$ cat config.mk
export PLATFORM = sky130hd
export DESIGN_NAME = exhaustive_sweep_gen
export DESIGN_NICKNAME = d
export VERILOG_FILES = /design/src/rtl/sweep_pkg.sv /design/src/rtl/sweep_misr.sv /design/src/rtl/exhaustive_sweep_gen.sv
export SDC_FILE = /design/constraint.sdc
export NUM_CORES = 1
export LEC_CHECK = 0
export CAP_MARGIN = 20
export CELL_PAD_IN_SITES_DETAIL_PLACEMENT = 0
export CELL_PAD_IN_SITES_GLOBAL_PLACEMENT = 2
export CORE_ASPECT_RATIO = 0.7
export CORE_UTILIZATION = 33
export DETAILED_ROUTE_END_ITERATION = 8
export GPL_TIMING_DRIVEN = 1
export PLACE_DENSITY_LB_ADDON = 0.1
export SYNTH_ARGS = -nofsm -noshare
export SYNTH_HDL_FRONTEND = slang
export SYNTH_SLANG_ARGS = --single-unit
$ cat constraint.sdc
create_clock -name clk -period 2.6 [get_ports clk]
set_input_delay 0.26 -clock clk [delete_from_list [all_inputs] [get_ports clk]]
set_output_delay 0.26 -clock clk [all_outputs]
set_load 0.02 [all_outputs]
$ cat src/rtl/sweep_pkg.sv
// Shared definitions for the exhaustive sweep generator.
//   state_t      : controller states (IDLE, SETTLE, DONE)
//   DEFAULT_POLY : default MISR feedback taps
//   gray_of()    : binary-to-Gray conversion of a sweep index (up to 16 bits)
package sweep_pkg;

    typedef enum logic [1:0] {
        IDLE   = 2'd0,
        SETTLE = 2'd1,
        DONE   = 2'd2
    } state_t;

    localparam logic [15:0] DEFAULT_POLY = 16'h002D;

    function automatic logic [15:0] gray_of(input logic [15:0] i);
        return i ^ (i >> 1);
    endfunction

endpackage

$ cat src/rtl/sweep_misr.sv
// Serial-input MISR used to compact the sampled DUT responses.
//   clk, rst_n : clock, async active-low reset
//   clr        : synchronous clear to zero (wins over en)
//   en         : shift one response word in on this edge
//   din        : response word, zero-extended to SIG_W before folding in
//   sig        : current signature
module sweep_misr
    import sweep_pkg::*;
#(
    parameter int               SIG_W = 16,
    parameter logic [SIG_W-1:0] POLY  = SIG_W'(DEFAULT_POLY),
    parameter int               DW    = 2
) (
    input  logic              clk,
    input  logic              rst_n,
    input  logic              clr,
    input  logic              en,
    input  logic [DW-1:0]     din,
    output logic [SIG_W-1:0]  sig
);

    logic [SIG_W-1:0] din_ext;
    logic [SIG_W-1:0] sig_next;

    always_comb begin
        din_ext          = '0;
        din_ext[DW-1:0]  = din;
        sig_next         = {sig[SIG_W-2:0], 1'b0} ^ (sig[SIG_W-1] ? POLY : '0) ^ din_ext;
    end

    always_ff @(posedge clk or negedge rst_n) begin
        if (!rst_n) begin
            sig <= '0;
        end else if (clr) begin
            sig <= '0;
        end else if (en) begin
            sig <= sig_next;
        end
    end

endmodule

$ cat src/rtl/exhaustive_sweep_gen.sv
// Exhaustive input sweep for a combinational block under test.
// Drives all 2^IN_W vectors (binary or Gray order), holds each HOLD cycles,
// samples the response at the end of the hold, streams (index, response)
// and compacts the responses into a MISR signature.
//
//   state  | meaning
//   -------+---------------------------------------------------------------
//   IDLE   | waiting for start; outputs hold their last values
//   SETTLE | vector applied, counting hold cycles, sampling on the last one
//   DONE   | full sweep finished; signature final, done=1 until next start
//
// Ports:
//   clk, rst_n   : clock, async active-low reset
//   start        : begin a sweep (accepted in IDLE or DONE)
//   abort        : cancel a sweep in progress (SETTLE only)
//   gray_mode    : order select, captured when start is accepted
//   vec_out      : vector driven to the DUT
//   dut_resp     : DUT response, sampled directly
//   busy         : high while sweeping
//   done         : high after a completed sweep
//   sample_valid : one-cycle strobe per sampled vector
//   sample_idx   : binary sweep index of the sample
//   sample_resp  : captured response of the sample
//   signature    : MISR state
module exhaustive_sweep_gen
    import sweep_pkg::*;
#(
    parameter int               IN_W  = 4,
    parameter int               OUT_W = 2,
    parameter int               HOLD  = 5,
    parameter int               SIG_W = 16,
    parameter logic [SIG_W-1:0] POLY  = SIG_W'(DEFAULT_POLY)
) (
    input  logic              clk,
    input  logic              rst_n,
    input  logic              start,
    input  logic              abort,
    input  logic              gray_mode,
    output logic [IN_W-1:0]   vec_out,
    input  logic [OUT_W-1:0]  dut_resp,
    output logic              busy,
    output logic              done,
    output logic              sample_valid,
    output logic [IN_W-1:0]   sample_idx,
    output logic [OUT_W-1:0]  sample_resp,
    output logic [SIG_W-1:0]  signature
);

    // At least one bit even when HOLD=1 (counter then stays at 0).
    localparam int HW = (HOLD > 1) ? $clog2(HOLD) : 1;

    state_t           state;
    logic [IN_W-1:0]  idx;
    logic [HW-1:0]    hold_cnt;
    logic             mode_q;

    logic start_ok;
    logic hold_last;
    logic idx_last;
    logic sample_fire;

    function automatic logic [IN_W-1:0] map_idx(input logic [IN_W-1:0] i, input logic gray);
        logic [15:0] g;
        g = gray_of(16'(i));
        return gray ? g[IN_W-1:0] : i;
    endfunction

    always_comb begin
        start_ok    = start && ((state == IDLE) || (state == DONE));
        hold_last   = (hold_cnt == HW'(HOLD - 1));
        idx_last    = (idx == {IN_W{1'b1}});
        // Abort suppresses a sample falling on the same edge.
        sample_fire = (state == SETTLE) && !abort && hold_last;
    end

    always_ff @(posedge clk or negedge rst_n) begin
        if (!rst_n) begin
            state        <= IDLE;
            idx          <= '0;
            hold_cnt     <= '0;
            mode_q       <= 1'b0;
            vec_out      <= '0;
            busy         <= 1'b0;
            done         <= 1'b0;
            sample_valid <= 1'b0;
            sample_idx   <= '0;
            sample_resp  <= '0;
        end else begin
            sample_valid <= 1'b0;
            case (state)
                IDLE, DONE: begin
                    if (start) begin
                        state    <= SETTLE;
                        idx      <= '0;
                        hold_cnt <= '0;
                        mode_q   <= gray_mode;
                        vec_out  <= map_idx('0, gray_mode);
                        busy     <= 1'b1;
                        done     <= 1'b0;
                    end
                end
                SETTLE: begin
                    if (abort) begin
                        state <= IDLE;
                        busy  <= 1'b0;
                    end else if (hold_last) begin
                        sample_valid <= 1'b1;
                        sample_idx   <= idx;
                        sample_resp  <= dut_resp;
                        if (idx_last) begin
                            // Terminal compare: idx never wraps, vec_out keeps the last vector.
                            state <= DONE;
                            busy  <= 1'b0;
                            done  <= 1'b1;
                        end else begin
                            idx      <= idx + 1'b1;
                            vec_out  <= map_idx(idx + 1'b1, mode_q);
                            hold_cnt <= '0;
                        end
                    end else begin
                        hold_cnt <= hold_cnt + 1'b1;
                    end
                end
                default: begin
                    state <= IDLE;
                    busy  <= 1'b0;
                end
            endcase
        end
    end

    sweep_misr #(
        .SIG_W (SIG_W),
        .POLY  (POLY),
        .DW    (OUT_W)
    ) u_misr (
        .clk   (clk),
        .rst_n (rst_n),
        .clr   (start_ok),
        .en    (sample_fire),
        .din   (dut_resp),
        .sig   (signature)
    );

endmodule

After elaboration in Yosys (flattened, before gate mapping)
Index checks and enable logic that the tools add are counted.
{"block": "word_totals", "regBits": 39, "latch_bits": 0, "ramBits": 0, "rom_bits": 0, "inputBits": 7, "output_inout_bits": 29, "elab_cells": 80, "mem_count": 0}
{"block": "classes", "add_sub_neg": 2, "mul": 0, "div": 0, "order_cmp": 0, "n_eq_ne": 12, "shift": 0, "n_mux": 36, "bitwise_logic": 4, "reduce_logical": 15}
{"operator": "16-bit two-way mux", "count": 2}
{"operator": "4-bit two-way mux", "count": 8}
{"operator": "4-bit one-hot mux with 2 select lines", "count": 2}
{"operator": "16-bit XOR", "count": 1}
{"operator": "16-bit by 2-bit XOR with 16-bit output", "count": 1}
{"operator": "3-bit two-way mux", "count": 4}
{"operator": "1-bit two-way mux", "count": 11}
{"operator": "2-bit inequality test (second input constant)", "count": 5}
{"operator": "5-bit AND reduction", "count": 2}
{"operator": "3-bit inequality test (second input constant)", "count": 3}
{"operator": "2-bit two-way mux", "count": 4}
{"operator": "6-bit two-way mux", "count": 1}
{"operator": "3-bit one-hot mux with 2 select lines", "count": 1}
{"operator": "3-bit AND reduction", "count": 2}
{"operator": "4-bit by 1-bit adder with 4-bit output (second input constant)", "count": 1}
{"operator": "4-bit == test (second input constant)", "count": 1}
{"operator": "1-bit one-hot mux with 2 select lines", "count": 2}
{"operator": "2-bit one-hot mux with 2 select lines", "count": 1}
{"operator": "4-bit AND reduction", "count": 1}
{"operator": "2-bit nonzero test", "count": 2}
{"operator": "4-bit by 3-bit XOR with 4-bit output", "count": 1}
{"operator": "3-bit by 1-bit adder with 3-bit output (second input constant)", "count": 1}
{"operator": "3-bit == test (second input constant)", "count": 1}
{"operator": "1-bit logical AND", "count": 3}
{"operator": "other kinds (8)", "count": 8}

Longest topological paths before layout
Gate-level depths: netlist of the first run.
{"block": "logic_depth", "depth_word": 7, "mapped_depth": 9, "ltp_nobuf": 7}

Modules after synthesis
Synthesis of the first run repeated with hierarchy kept, for this count alone.
{"block": "hier_totals", "cells_unflattened": 171, "hier_area_um2": 1781.7}
{"mod": "exhaustive_sweep_gen", "instances": 1, "cells_each": 113, "area_per_inst_um2": 1089.8, "seq_area_each_um2": 550.5}
{"mod": "sweep_misr", "instances": 1, "cells_each": 58, "area_per_inst_um2": 691.9, "seq_area_each_um2": 400.4}

Worst setup path before layout of the first run
No wires, ideal clock.
{"block": "synth_timing", "path_kind": "reg2reg", "start": "register idx[0]", "end": "register hold_cnt[2]", "setup_time_ns": 0.082, "t_arrival_ns": 1.387, "required_time_ns": 2.518, "setup_slack_ns": 1.132, "stages_incl_launch_ff": 6, "n_path_buf": 0, "period_less_slack_ns": 1.468, "cell_sequence": "dfrtp_1 -> ha_1 -> nand3_1 -> o21a_1 -> or2_1 -> a31oi_1"}
{"block": "synth_via", "elab_chain_cells": 3}
{"element": "start, declared", "line": "exhaustive_sweep_gen.sv:53", "rtl": "logic [IN_W-1:0] idx;"}
{"element": "start signal, assigned", "line": "exhaustive_sweep_gen.sv:116", "rtl": "idx <= idx + 1'b1;"}
{"element": "4-bit == test", "line": "exhaustive_sweep_gen.sv:71", "rtl": "idx_last = (idx == {IN_W{1'b1}});"}
{"element": "3-bit inequality test (no source line)"}
{"element": "4-bit AND reduction (no source line)"}
{"element": "end signal, assigned", "line": "exhaustive_sweep_gen.sv:121", "rtl": "hold_cnt <= hold_cnt + 1'b1;"}
{"element": "end, declared", "line": "exhaustive_sweep_gen.sv:54", "rtl": "logic [HW-1:0] hold_cnt;"}
No other way between the ends.
A chain may end at the register's enable or synchronous reset.

Worst setup path after layout of the first run
{"block": "layout_timing", "start": "register hold_cnt[0]", "end": "register vec_out[2]"}
{"block": "layout_via", "elab_chain_cells": 3}
{"element": "3-bit == test", "line": "exhaustive_sweep_gen.sv:70", "rtl": "hold_last = (hold_cnt == HW'(HOLD - 1));"}
{"element": "2-bit inequality test (no source line)"}
{"element": "5-bit AND reduction (no source line)"}
{"element": "end signal, assigned", "line": "exhaustive_sweep_gen.sv:97", "rtl": "vec_out <= map_idx('0, gray_mode);"}
{"element": "end signal, assigned", "line": "exhaustive_sweep_gen.sv:117", "rtl": "vec_out <= map_idx(idx + 1'b1, mode_q);"}
{"element": "end, declared", "line": "exhaustive_sweep_gen.sv:39", "rtl": "output logic [IN_W-1:0] vec_out,"}
No other way between the ends.

==> results.toml, run 1 <==
[timing]
tightestPinTransition_ps = 868
fin_tns_setup_ps = 0
min_period_ps = 2080
drv_slew = 0
finalHoldViolCount = 0
setup_viol = 0
fin_worst_skew_ps = 5.89
maxSlewHeadroom = 0.421
rsz0062_at_grt = "false"
max_freq_mhz = 482
finalCritPeriodShare = 0.799

[setup_path]
path_cells = "inv_1 -> ha_1 -> and2_1 -> nand2_4 -> clkinv_2 -> a41o_1 -> a211oi_1"
crit_type = "flop to flop"
cp_slowest_cell = "dfrtp_1"
arrival_ps = 2270
cp-end-kind = "flop"
critPathTopFamily = "simple AND/OR/NAND/NOR gates"
cp.required_ps = 2790
path_buf_inv = 2
slowest_delay_ps = 360
crit_fanout = 35
critPathLaunchType = "flop"

[layout]
fin_nets = 224
instances_no_fill = 284
drive_gt1_frac = 0.0837
diodes = 0
utilization = 0.447
areaGrowthSynthToFinish_pct = 26.6

[clock_tree]
clk_pin_slew_ps = 80
post_cts_buffers = 0
ctsHtreeMaxLevel = 2
clkSinkCount = 38
cts_hold_buffers = 0
root_buffer = "clkbuf_8"
cts_buffers = 5
cts_resized = 0
clock_path_buffers = 2
cts_tree = "done"
clkLatencyLatePin_ps = 280

[grt]
grt_first_pass_wirelength_um = 6420
grt_max_degree = 39
grt_usage = 0.153
grt_pass1_vias = 1322
grt_remaining_overflow = 0
antenna_found_initial = 0

[job]
maxCapViolCount = 0

[power]
p_per_area_nw_per_um2 = 661
ir_drop_mv = 0.238
p_leak_nw = 0.975

[synthesis]
synth.distinct_cells = 36
syn-num-nets = 193
seq_area_frac_synth = 0.545
syn_avg_cell_area_um2 = 9.54
synth_seq_cells = 38
synth_cells = 183
synth-warning-count = 0
syn_area_um2 = 1750

[placement]
dp_cells = 276
hpwl_um = 2540
globalplace.congestion = 0.717
port_buffers = 35

[drt]
drt_iter0_drc = 34
firstDrtPassIters = 4
vias_per_cell = 4.76
drc_errors = 0
wl_per_cell_um = 13.4
vias = 1352
ant_nets = 0
totalWireLength_um = 3790

[floorplan]
core-area_um2 = 4940
initial_core_util = 0.353
pin_count = 36
num_rows = 21
die-area_um2 = 5590
die_w_um = 88.9
die_y_um = 62.8

[outcome]
status = "complete, no violations"

[min_path]
hold_class = "input port to asynchronous set/reset pin"
-- layout by cell type (no fill, tap or decap), types with 2 or more instances in the layout --
cell,n
a211oi_1,2
a21oi_1,12
a21oi_2,2
and2_1,2
clkbuf_8,6
clkdlybuf4s50_1,34
clkinv_2,2
dfrtp_1,38
ha_1,3
inv_1,4
nand2_1,50
nand2_2,2
nand3_1,15
nor2_1,2
o211ai_1,2
o21ai_0,14
xnor2_1,6
-- cells in the mapped netlist --
cell type	count	area, um2
dfrtp_1	38	951
a21oi_1	12	60.1
o22a_1	1	8.76
a41o_1	1	10.0
or2_1	1	6.26
xor2_1	1	8.76
clkinv_2	1	5.00
nand2b_1	1	6.26
a211oi_1	2	15.0
o211ai_1	2	15.0
buf_6	2	22.5
and2b_1	1	7.51
and2_1	2	12.5
ha_1	3	37.5
o21a_1	1	7.51
nor3b_4	1	18.8
o31ai_1	1	7.51
xnor2_1	6	52.6
buf_1	1	3.75
nor2_1	2	7.51
inv_1	4	15.0
mux2_2	1	11.3
nand2_1	50	188
o21ai_0	14	70.1
nand2_4	1	11.3
a31oi_1	1	6.26
buf_4	1	7.51
nand3_1	15	75.1
or4b_2	1	10.0
a21oi_2	2	17.5
buf_2	2	10.0
clkbuf_1	6	22.5
o31a_1	1	8.76
o2111ai_1	1	8.76
a21o_1	1	7.51
nand2_2	2	12.5
-- worst paths after layout --
kind / from / endpoint / slack (ps) / cells past startpoint
worst max-delay path: hold_cnt[0] / vec_out[2] / 520 / 7
max in group asynchronous: rst_n / hold_cnt[2] / 1970 / 1
worst max register to register: hold_cnt[0] / vec_out[2] / 520 / 7
min in group clk: sample_resp[1] / sample_resp[1] / 480 / 2
worst min-delay path: rst_n / u_misr.sig[12] / 90 / 1
worst min register to register: sample_resp[1] / sample_resp[1] / 480 / 2
-- routing by layer --
layer | share of wire | wire [um] | up-vias | track usage
li1 | - | - | 672 | -
met1 | 0.52 | 1980 | 650 | 0.230
met2 | 0.43 | 1620 | 28 | 0.212
met3 | 0.046 | 174 | 2 | 0.0436
met4 | 0.0047 | 18 | 0 | 0.0423
met5 | 0 | 0 | - | 0
-- sequential cells by signal (all words and copies together), names as in the netlist --
name and count:
sample_valid 1, idx 3, done 1, sample_idx 4, hold_cnt 3, mode_q 1, u_misr.sig 16, vec_out 4
busy 1, state 2, sample_resp 2
-- cell type report --
class | count | area, um2
Clock buffer | 7 | 86.3
Clock inverter | 1 | 5.00
Fill cell | 506 | 2730
Inverter | 5 | 20.0
Multi-Input combinational cell | 128 | 708
Sequential cell | 38 | 951
Tap cell | 69 | 86.3
Timing Repair Buffer | 36 | 353
-- stage by stage --
step                cell area (um2)  setup slack [ps]  hold WS (ps)  power (W)
finish                         2210               523          89.6    0.00146
global route                   2210               301           142    0.00156
CTS                            2210               495           115    0.00148
detailed placement             2120               484           434    0.00106
global placement               2120               544           421    0.00105
floorplan                      1750              1130         -35.6   0.000918
-- cells by family after synthesis --
family / after synthesis / share of synthesized area
AO/OA/AOI/OAI: 40 / 0.139
XOR/XNOR: 7 / 0.0351
adder cells (fa/ha/maj): 3 / 0.0215
buffers and inverters: 17 / 0.0495
flip-flops: 38 / 0.545
multiplexers: 1 / 0.00645
AND/OR/NAND/NOR: 77 / 0.204
-- report_power, final --
part / leakage, nW / total [W] / switching [W] / internal, W
Sequential: 0.519 / 0.000714 / 0.0000563 / 0.000657
Clock: 0.0482 / 0.000419 / 0.000204 / 0.000214
Combinational: 0.407 / 0.000329 / 0.000186 / 0.000143
Total: 0.975 / 0.00146 / 0.000447 / 0.00101
-- worst reg2reg max path, stage by stage (launching register included) --
cell and delay [ps]:
dfrtp_1 360, inv_1 70, ha_1 210, and2_1 190
nand2_4 300, clkinv_2 360, a41o_1 270, a211oi_1 220
Note: power is estimated with default switching activity, not from simulation.
==> run 2, diff against run 1 <==
--- a/config.mk
+++ b/config.mk
@@ -9,7 +9,7 @@
 export CELL_PAD_IN_SITES_DETAIL_PLACEMENT = 0
 export CELL_PAD_IN_SITES_GLOBAL_PLACEMENT = 2
 export CORE_ASPECT_RATIO = 0.7
-export CORE_UTILIZATION = 33
+export CORE_UTILIZATION = 28
 export DETAILED_ROUTE_END_ITERATION = 8
 export GPL_TIMING_DRIVEN = 1
 export PLACE_DENSITY_LB_ADDON = 0.1
==> constraint.sdc (replaced) <==
create_clock -name clk -period 1.8 [get_ports clk]
set_input_delay 0.18 -clock clk [delete_from_list [all_inputs] [get_ports clk]]
set_output_delay 0.18 -clock clk [all_outputs]
set_load 0.02 [all_outputs]
==> results.toml, run 2 (synthesis results as in run 1) <==
[layout]
fin_nets = 236
regMostFlops = "u_misr.sig"
mostFrequentLayoutCells = "nand2_1 (50), dfrtp_1 (38), clkdlybuf4s50_1 (34)"
top_regs = "u_misr.sig (16), sample_idx (4), vec_out (4)"
utilization = 0.406
fin_area_um2 = 2390
layout_commonest_cell = "nand2_1"
n_fill_cell = 594
diodes = 0
drive_gt1_frac = 0.132
largest_reg_flops = 16
areaGrowthSynthToFinish_pct = 36.7

[grt]
grt_max_degree = 22
antenna_found_initial = 0
grt_remaining_overflow = 0
grt_usage = 0.148
grt_first_pass_wirelength_um = 7120
grt_pass1_vias = 1395

[floorplan]
core-area_um2 = 5870
die-area_um2 = 6560
die_y_um = 68.1
die_w_um = 96.4
pin_count = 36
num_rows = 23
initial_core_util = 0.297

[placement]
dpl-instance-area_um2 = 2230
hpwl_um = 2980
port_buffers = 35
globalplace.congestion = 0.783

[timing]
maxSlewHeadroom = 0.690
fin_tns_setup_ps = 0
fin_worst_skew_ps = 10.7
finalCritPeriodShare = 0.933
setup_viol = 0
finalHoldViolCount = 0
drv_slew = 0
min_period_ps = 1680
tightestPinTransition_ps = 465
max_freq_mhz = 596
rsz0062_at_grt = "false"

[drt]
drc_errors = 0
drt_iter0_drc = 41
vias = 1418
ant_nets = 0
wl_per_cell_um = 13.9
vias_per_cell = 4.70
totalWireLength_um = 4210
firstDrtPassIters = 4

[setup_path]
critPathLaunchType = "flop"
crit_start = "vec_out[3]"
cp.required_ps = 1620
worst-r2r-cell-count = 7
arrival_ps = 1500
cp.depth = 1
critPathTopFamily = "buffers and inverters"
rr_startpoint = "hold_cnt[0]"
slowest_delay_ps = 670
rrSetupSlack_ps = 170
crit_type = "flop to output port"
cp_slowest_cell = "clkdlybuf4s50_1"
cp-endpoint = "vec_out[3]"
crit_fanout = 10
path_buf_inv = 1
timing.rr.end = "vec_out[2]"
path_cells = "clkdlybuf4s50_1"
cp-end-kind = "output port"

[clock_tree]
cts_tree = "done"
cts_hold_buffers = 1
root_buffer = "clkbuf_8"
clock_path_buffers = 2
clkLatencyLatePin_ps = 290
clkSinkCount = 38
ctsHtreeMaxLevel = 2
cts_resized = 0
cts_buffers = 5
clk_pin_slew_ps = 80
post_cts_buffers = 0

[power]
p_leak_nw = 1.06
power_frac_comb = 0.219
clockPowerShare = 0.368
pwr-share-seq = 0.413
p_per_area_nw_per_um2 = 1030
switching_share = 0.276
ir_drop_mv = 0.451
intPower_w = 0.00179
power_switching_w = 0.000680

[outcome]
status = "complete, no violations"

[job]
maxCapViolCount = 0

[min_path]
hold_class = "input port to asynchronous set/reset pin"
## run 2: area by class of cell
type	instances	area (um2)	area share
timing repair buffer	48	470	0.197
inverter	5	20.0	0.00839
multi-input combinational	128	708	0.297
clock inverter	2	60.1	0.0252
sequential	38	951	0.399
clock buffer	6	82.6	0.0346
tap	75	93.8	0.0393
## run 2: metrics by stage
stage / power, W / setup WS (ps) / instances / hold WS (ps)
2_1_floorplan: 0.00133 / 332 / 183 / -116
3_3_place_gp: 0.00157 / 169 / 293 / 152
3_5_place_dp: 0.00158 / 154 / 293 / 158
4_1_cts: 0.00250 / 113 / 302 / 380
5_1_grt: 0.00260 / 31.4 / 302 / 410
6_report: 0.00247 / 121 / 302 / 370
## run 2: worst min path at each step
stage	from	endpoint	slack, ps
final	rst_n	u_misr.sig[2]	370
after global routing	rst_n	u_misr.sig[2]	410
after CTS	rst_n	vec_out[3]	380
after detailed placement	rst_n	mode_q	160
after global placement	rst_n	mode_q	150
after floorplan	rst_n	busy	-120
## run 2: metal layers
metal	share of wire	global-route usage	wire, um
met5	0	0	0
met4	0.012	0.0551	50
met3	0.054	0.0411	228
met2	0.42	0.220	1770
met1	0.51	0.205	2160
## run 2: power groups by stage
stage / clock (W) / sequential [W] / combinational [W]
after CTS: 0.000931 / 0.00102 / 0.000549
after global placement: 0 / 0.00103 / 0.000535
after floorplan: 0 / 0.00110 / 0.000228
after detailed placement: 0 / 0.00104 / 0.000543
after global routing: 0.000961 / 0.00104 / 0.000598
final: 0.000907 / 0.00102 / 0.000540
